**src/rtl/multicomp_serial_pkg.sv**
```systemverilog
// rtl/multicomp_serial_pkg.sv - shared serial definitions for the MultiComp UART blocks
// Contents: rx deframer state enum, oversample ratio, 50 MHz baud increments.
package multicomp_serial_pkg;

  typedef enum logic [2:0] {
    IDLE,
    START,
    DATA,
    STOP,
    BREAK
  } rx_state_t;

  localparam int OVERSAMPLE = 16;

  // Phase increments for a 16-bit accumulator clocked at 50 MHz (16x oversample).
  localparam logic [15:0] BAUD_INC_115200 = 16'd2416;
  localparam logic [15:0] BAUD_INC_38400  = 16'd805;
  localparam logic [15:0] BAUD_INC_19200  = 16'd403;
  localparam logic [15:0] BAUD_INC_9600   = 16'd201;
  localparam logic [15:0] BAUD_INC_4800   = 16'd101;
  localparam logic [15:0] BAUD_INC_2400   = 16'd50;

endpackage

```
**src/rtl/serial_fifo.sv**
```systemverilog
// rtl/serial_fifo.sv - synchronous first-word-fall-through FIFO
// Ports:
//   clk, reset          clock, asynchronous active-high reset
//   push, push_data     write strobe and data (accepted when not full, or full with a pop)
//   pop                 read strobe (ignored when empty)
//   head_data           current head, 0 when empty
//   count, full, empty  occupancy status
module serial_fifo #(
  parameter int DEPTH = 16,
  parameter int WIDTH = 8
) (
  input  logic                     clk,
  input  logic                     reset,
  input  logic                     push,
  input  logic [WIDTH-1:0]         push_data,
  input  logic                     pop,
  output logic [WIDTH-1:0]         head_data,
  output logic [$clog2(DEPTH):0]   count,
  output logic                     full,
  output logic                     empty
);

  localparam int AW = $clog2(DEPTH);
  localparam logic [AW:0] DEPTH_C = DEPTH[AW:0];

  logic [WIDTH-1:0] mem [DEPTH];
  logic [AW-1:0]    wr_ptr;
  logic [AW-1:0]    rd_ptr;
  logic             do_push;
  logic             do_pop;

  assign empty   = (count == '0);
  assign full    = (count == DEPTH_C);
  assign do_pop  = pop && !empty;
  // When full, a same-cycle pop frees the slot the write lands in.
  assign do_push = push && (!full || do_pop);
  // Empty FIFO presents zero rather than stale storage.
  assign head_data = empty ? '0 : mem[rd_ptr];

  always_ff @(posedge clk or posedge reset) begin
    if (reset) begin
      wr_ptr <= '0;
      rd_ptr <= '0;
      count  <= '0;
    end else begin
      if (do_push) wr_ptr <= wr_ptr + 1'b1;
      if (do_pop)  rd_ptr <= rd_ptr + 1'b1;
      case ({do_push, do_pop})
        2'b10:   count <= count + 1'b1;
        2'b01:   count <= count - 1'b1;
        default: count <= count;
      endcase
    end
  end

  always_ff @(posedge clk) begin
    if (do_push) mem[wr_ptr] <= push_data;
  end

endmodule

```
**src/rtl/uart_rx_fifo.sv**
```systemverilog
// rtl/uart_rx_fifo.sv - 8N1 serial receiver with FIFO, sticky errors and RTS hysteresis
// Ports:
//   clk, reset       50 MHz system clock, asynchronous active-high reset
//   baud_increment   phase increment; accumulator carry is the 16x oversample tick
//   rxd              asynchronous serial input, idle high
//   rd               single-cycle pop strobe
//   rx_data          FIFO head (first-word fall-through)
//   rx_valid         FIFO non-empty
//   fifo_count       occupancy
//   rts              0 = sender may transmit
//   framing_err      sticky, stop bit sampled low
//   overrun_err      sticky, byte arrived with FIFO full and no pop
//   clr_err          clears both sticky flags (a same-cycle set wins)
module uart_rx_fifo
  import multicomp_serial_pkg::*;
#(
  parameter int FIFO_DEPTH = 16,
  parameter int RTS_HIGH   = 12,
  parameter int RTS_LOW    = 4
) (
  input  logic                            clk,
  input  logic                            reset,
  input  logic [15:0]                     baud_increment,
  input  logic                            rxd,
  input  logic                            rd,
  output logic [7:0]                      rx_data,
  output logic                            rx_valid,
  output logic [$clog2(FIFO_DEPTH):0]     fifo_count,
  output logic                            rts,
  output logic                            framing_err,
  output logic                            overrun_err,
  input  logic                            clr_err
);

  localparam int CW    = $clog2(FIFO_DEPTH) + 1;
  localparam int CNT_W = $clog2(OVERSAMPLE);
  localparam logic [CNT_W-1:0] CNT_LAST = CNT_W'(OVERSAMPLE - 1);
  localparam logic [CNT_W-1:0] CNT_MID  = CNT_W'(OVERSAMPLE / 2 - 1);
  localparam logic [CW-1:0]    RTS_HIGH_C = CW'(RTS_HIGH);
  localparam logic [CW-1:0]    RTS_LOW_C  = CW'(RTS_LOW);

  // Oversample tick: carry out of the phase accumulator.
  logic [15:0] acc;
  logic [16:0] acc_sum;
  logic        tick;

  assign acc_sum = {1'b0, acc} + {1'b0, baud_increment};
  assign tick    = acc_sum[16];

  always_ff @(posedge clk or posedge reset) begin
    if (reset) acc <= '0;
    else       acc <= acc_sum[15:0];
  end

  // Two-flop synchroniser, idle-high reset so no false start edge after reset.
  logic rxd_meta;
  logic rxd_s;

  always_ff @(posedge clk or posedge reset) begin
    if (reset) begin
      rxd_meta <= 1'b1;
      rxd_s    <= 1'b1;
    end else begin
      rxd_meta <= rxd;
      rxd_s    <= rxd_meta;
    end
  end

  // Deframer FSM.
  rx_state_t        state, state_d;
  logic [CNT_W-1:0] cnt, cnt_d;
  logic [2:0]       bit_idx, bit_idx_d;
  logic [7:0]       shreg, shreg_d;
  logic             push;
  logic             frame_set;

  always_ff @(posedge clk or posedge reset) begin
    if (reset) begin
      state   <= IDLE;
      cnt     <= '0;
      bit_idx <= '0;
      shreg   <= '0;
    end else begin
      state   <= state_d;
      cnt     <= cnt_d;
      bit_idx <= bit_idx_d;
      shreg   <= shreg_d;
    end
  end

  always_comb begin
    state_d   = state;
    cnt_d     = cnt;
    bit_idx_d = bit_idx;
    shreg_d   = shreg;
    push      = 1'b0;
    frame_set = 1'b0;
    if (tick) begin
      case (state)
        IDLE: begin
          if (!rxd_s) begin
            state_d = START;
            cnt_d   = '0;
          end
        end
        START: begin
          // Re-check at mid start bit; a short low pulse is rejected here.
          if (cnt == CNT_MID) begin
            cnt_d = '0;
            if (!rxd_s) begin
              state_d   = DATA;
              bit_idx_d = '0;
            end else begin
              state_d = IDLE;
            end
          end else begin
            cnt_d = cnt + 1'b1;
          end
        end
        DATA: begin
          if (cnt == CNT_LAST) begin
            cnt_d   = '0;
            shreg_d = {rxd_s, shreg[7:1]};
            if (bit_idx == 3'd7) state_d = STOP;
            else                 bit_idx_d = bit_idx + 1'b1;
          end else begin
            cnt_d = cnt + 1'b1;
          end
        end
        STOP: begin
          if (cnt == CNT_LAST) begin
            cnt_d = '0;
            if (rxd_s) begin
              push    = 1'b1;
              state_d = IDLE;
            end else begin
              frame_set = 1'b1;
              state_d   = BREAK;
            end
          end else begin
            cnt_d = cnt + 1'b1;
          end
        end
        BREAK: begin
          if (rxd_s) state_d = IDLE;
        end
        default: state_d = IDLE;
      endcase
    end
  end

  // FIFO.
  logic          fifo_full;
  logic          fifo_empty;
  logic [CW-1:0] count;

  serial_fifo #(
    .DEPTH (FIFO_DEPTH),
    .WIDTH (8)
  ) u_fifo (
    .clk       (clk),
    .reset     (reset),
    .push      (push),
    .push_data (shreg),
    .pop       (rd),
    .head_data (rx_data),
    .count     (count),
    .full      (fifo_full),
    .empty     (fifo_empty)
  );

  assign rx_valid   = !fifo_empty;
  assign fifo_count = count;

  // A byte is lost only if the FIFO is full and no pop frees a slot this cycle.
  logic overrun_set;
  assign overrun_set = push && fifo_full && !(rd && !fifo_empty);

  always_ff @(posedge clk or posedge reset) begin
    if (reset) begin
      framing_err <= 1'b0;
      overrun_err <= 1'b0;
      rts         <= 1'b0;
    end else begin
      if (frame_set)    framing_err <= 1'b1;
      else if (clr_err) framing_err <= 1'b0;

      if (overrun_set)  overrun_err <= 1'b1;
      else if (clr_err) overrun_err <= 1'b0;

      if (count >= RTS_HIGH_C)     rts <= 1'b1;
      else if (count <= RTS_LOW_C) rts <= 1'b0;
    end
  end

endmodule
```
**config.mk**
```make
export PLATFORM = sky130hd
export DESIGN_NAME = uart_rx_fifo
export DESIGN_NICKNAME = d
export VERILOG_FILES = /design/src/rtl/multicomp_serial_pkg.sv /design/src/rtl/serial_fifo.sv /design/src/rtl/uart_rx_fifo.sv
export SDC_FILE = /design/constraint.sdc
export NUM_CORES = 1
export LEC_CHECK = 0
export ABC_CLOCK_PERIOD_IN_PS = 3600
export BUFFER_PORTS_ARGS = -buffer_cell sky130_fd_sc_hd__buf_4
export CAP_MARGIN = 10
export CORE_ASPECT_RATIO = 2
export CORE_MARGIN = 5
export CORE_UTILIZATION = 55
export DETAILED_ROUTE_END_ITERATION = 6
export PLACE_DENSITY = 0.74
export RECOVER_POWER = 50
export SLEW_MARGIN = 0
export SYNTH_ARGS = -nofsm -noshare
export SYNTH_HDL_FRONTEND = slang
export SYNTH_SLANG_ARGS = --single-unit
```
**constraint.sdc**
```tcl
create_clock -name clk -period 3.6 [get_ports clk]
set_clock_uncertainty 0.2 [all_clocks]
set_input_delay 0.36 -clock clk [delete_from_list [all_inputs] [get_ports clk]]
set_output_delay 0.36 -clock clk [all_outputs]
set_load 0.02 [all_outputs]
```
==> flow_metrics.py <==
metrics = {
    "power_and_ir_drop": {
        "power.leakage_uw": 0.003536,
        "clkPwrFrac_pct": 26.2,
        "max-vdd-ir-drop_mv": 0.4882,
        "switchingPower_uw": 2451,
        "p_int_uw": 5008,
        "power_density_mw_per_mm2": 800.6,
        "pwr-share-seq_pct": 36.9,
        "p_comb_share_pct": 36.9,
        "p_sw_share_pct": 32.86,
    },
    "sta": {
        "timing.hold.ws_ns": 0.05662,
        "hold_violations": 0,
        "timing.fmax_mhz": 291.7,
        "drv_slew": 31,
        "final.period_utilization_pct": 95.21,
        "relSlewSlack_pct": -15.94,
        "rsz0062_at_grt": "true",
        "setup_violations": 0,
        "worstMarginPinSlew_ns": 1.739,
        "finalCriticalPeriod_ns": 3.428,
    },
    "setup_path": {
        "path_cells": "ha_4, fa_2, a211oi_2, o21ai_2, o211ai_1, a21oi_2, inv_1, ha_2, xor2_1, ha_2, o21a_1, o22a_1, a21oi_2, xor2_1, nor2_1, xor2_1",
        "r2r_end": "u_fifo.count[4]$_DFFE_PP0P_",
        "cp-start-kind": "register",
        "rrSetupSlack_ns": 0.17,
        "crit_path_max_fanout": 3,
        "r2r-start": "acc[0]$_DFF_PP0_",
        "cp_common_cell": "xor2_1",
        "path_delay_family": "compound AO/OA/AOI/OAI gates",
        "end_kind": "register",
        "worst-setup-path-type": "register to register",
        "crit_slowest_cell": "dfrtp_1",
        "slowest_delay_ns": 0.40,
        "crit_buf_inv": 1,
        "worstPathRequired_ns": 3.70,
        "worst-path-stages": 16,
        "reg2regPathDepth": 16,
        "critPathArrivalTime_ns": 3.53,
        "endpoint": "u_fifo.count[4]$_DFFE_PP0P_",
        "crit_start": "acc[0]$_DFF_PP0_",
    },
    "layout": {
        "areaGrowthSynthToFinish_pct": 15.94,
        "design_area_mm2": 0.009318,
        "final_nets": 612,
        "layout-drive-gt1-share_pct": 27.13,
        "num_antenna_cells": 0,
    },
    "cts": {
        "cts_buffers": 17,
        "path_clk_slew_ns": 0.07,
        "cts_max_path_buffers": 2,
        "cts_tree": "done",
        "clkSinkCount": 180,
        "htreeDepth": 4,
        "root_buffer": "clkbuf_16",
        "insertion_delay_ns": 0.43,
    },
    "placed_design": {
        "dpl.hpwl_um": 11100,
        "gp_routability_congestion": 0.8970,
        "dpl_cell_area_mm2": 0.008578,
        "io_buffers": 37,
    },
    "logic_synthesis": {
        "syn_area_per_cell_um2": 15.91,
        "synthDistinctLibCells": 55,
        "ys.flop_type": "edfxtp_1",
        "async_reset_ff_share_pct": 28.89,
        "netlist_area_mm2": 0.008036,
        "netlist_instances": 505,
        "yosysSeqAreaShare_pct": 64.05,
        "ys.warnings.count": 0,
        "synth-edff-count": 128,
        "ys_seq_elements": 180,
        "synth_fp_nets": 555,
    },
    "global_routing": {
        "overflow": 0,
        "grt_usage_pct": 19.91,
        "grt_pass1_vias": 4793,
        "antenna_found_initial": 0,
        "grt_max_degree": 53,
        "grt_pass1_wl_um": 25310,
    },
    "routing": {
        "wl_per_cell_um": 20.69,
        "wl_met1_um": 5725,
        "drt-initial-drc-count": 321,
        "ant_nets": 0,
        "top_layer": "met4",
        "wl_met2_um": 9537,
        "wirelength_um": 15870,
        "wl_met3_um": 333,
        "vias_per_cell": 5.786,
        "drc_errors": 0,
        "dr.pass1.iters": 4,
        "vias": 4438,
    },
    "floorplan": {
        "pin_count": 38,
        "rows": 62,
        "die_area_mm2": 0.01728,
        "die_h_um": 181.0,
        "die_w_um": 95.48,
        "core_mm2": 0.01435,
        "start_util_pct": 56.00,
    },
    "hold_path": {
        "worstHoldPathType": "primary input to register",
    },
    "status": {
        "status": "finished, violations left",
        "failed_checks": "capacitance limit, slew limit",
    },
    "flow_run": {
        "maxCapViolCount": 1,
    },
}
-- routing by layer --
metal / global-route usage (%) / up-vias
li1: - / 2071
met1: 21.03 / 2269
met2: 38.30 / 74
met3: 3.789 / 24
met4: 6.157 / 0
met5: 0 / -
-- cells in the final DEF, fill, tap and decap left out, drive strengths merged, types with 2 or more instances in the layout --
master       count
inv             20
nor4             3
mux4            40
a21o            10
a2111oi          2
nand4            6
dfstp            2
a31oi            2
bufinv           4
mux2            15
nor2            19
o21a             2
nand3b           2
o211ai           3
a211o            3
xor2            11
nand3            5
edfxtp         128
nand2           22
buf             53
ha              28
clkbuf          21
a311oi           2
clkinvlp         4
o21ai           11
nand2b           2
nor2b           13
dlygate4sd3      4
a21boi           2
and2             3
dfrtp           50
a21oi           20
a32o             2
xnor2           14
and3            20
mux2i            3
nor3             5
nor3b            2
clkinv           3
-- worst min path at each step --
stage                             from          endpoint  slack [ns]  cells after the start
CTS                              reset  acc[9]$_DFF_PP0_        0.06                      2
detailed placement  rxd_meta$_DFF_PP1_   rxd_s$_DFF_PP1_        0.15                      0
global route         baud_increment[1]  acc[1]$_DFF_PP0_        0.04                      2
global placement    rxd_meta$_DFF_PP1_   rxd_s$_DFF_PP1_        0.15                      0
finish               baud_increment[1]  acc[1]$_DFF_PP0_        0.06                      2
floorplan           rxd_meta$_DFF_PP1_   rxd_s$_DFF_PP1_        0.15                      0
-- cell families after synthesis --
logic type               Yosys count  synth area share, %
flip-flops                       180                64.05
AND/OR/NAND/NOR                  104                6.897
AO/OA/AOI/OAI                     70                6.026
multiplexers                      58                13.69
buffers and inverters             39                2.008
adder cells (fa/ha/maj)           29                4.608
XOR/XNOR                          25                2.725
-- layout make-up --
class	instances	area [um^2]
Sequential cell	180	5149
Fill cell	1007	5034
Multi-Input combinational cell	286	2768
Timing Repair Buffer	60	469.2
Clock buffer	18	429.2
Tap cell	192	240.2
Clock inverter	14	198.9
Inverter	17	63.81
-- Yosys cell counts (3+ instances only) --
| cell | instances | share of area, % |
|---|---|---|
| a211o_1 | 3 | 0.33 |
| a21o_1 | 10 | 0.93 |
| a21oi_1 | 20 | 1.2 |
| and2_1 | 3 | 0.23 |
| and3_1 | 20 | 1.6 |
| buf_2 | 5 | 0.31 |
| clkbuf_1 | 13 | 0.61 |
| dfrtp_1 | 50 | 16 |
| edfxtp_1 | 128 | 48 |
| ha_1 | 28 | 4.4 |
| inv_1 | 17 | 0.79 |
| mux2_2 | 15 | 2.1 |
| mux2i_1 | 3 | 0.37 |
| mux4_2 | 40 | 11 |
| nand2_1 | 22 | 1.0 |
| nand3_1 | 5 | 0.31 |
| nand4_1 | 6 | 0.47 |
| nor2_1 | 19 | 0.89 |
| nor2b_1 | 13 | 1.0 |
| nor3_1 | 5 | 0.31 |
| nor4_1 | 3 | 0.23 |
| o211ai_1 | 3 | 0.28 |
| o21ai_0 | 10 | 0.62 |
| xnor2_1 | 14 | 1.5 |
| xor2_1 | 11 | 1.2 |
-- what timing repair did --
item,4_1_cts,5_1_grt
hold buffers,3,1
endpoints found under the setup margin,0,1
hold endpoints to repair,3,20
setup buffers,0,4
gates resized for setup,0,10
-- state kept, by name, summed over array words and instances (netlist names) --
| register | count |
|---|---|
| state | 3 |
| bit_idx | 3 |
| shreg | 8 |
| rts | 1 |
| framing_err | 1 |
| rxd_meta | 1 |
| u_fifo.mem | 128 |
| u_fifo.count | 5 |
| acc | 16 |
| rxd_s | 1 |
| overrun_err | 1 |
| cnt | 4 |
| u_fifo.wr_ptr | 4 |
| u_fifo.rd_ptr | 4 |
-- power by group through the flow --
stage	clock (uW)	sequential, uW	combinational [uW]
2_1_floorplan	0	2630	2100
3_3_place_gp	0	2770	2620
3_5_place_dp	0	2790	2700
4_1_cts	1990	2750	2720
5_1_grt	2070	2790	3030
6_report	1960	2750	2750
-- stage by stage --
| step | setup TNS [ns] | util [%] | power (uW) | std cells | worst slack, ns |
|---|---|---|---|---|---|
| 2_1_floorplan | 0 | - | 4732 | 505 | 0.03162 |
| 3_3_place_gp | 0 | 59.77 | 5396 | 726 | 0.06750 |
| 3_5_place_dp | 0 | 59.77 | 5489 | 726 | 0.01982 |
| 4_1_cts | 0 | 64.36 | 7464 | 761 | 0.03590 |
| 5_1_grt | -0.07319 | 64.93 | 7894 | 767 | -0.07319 |
| 6_report | 0 | 64.93 | 7459 | 767 | 0.1724 |
No activity file was read; power rests on OpenSTA's default activity.
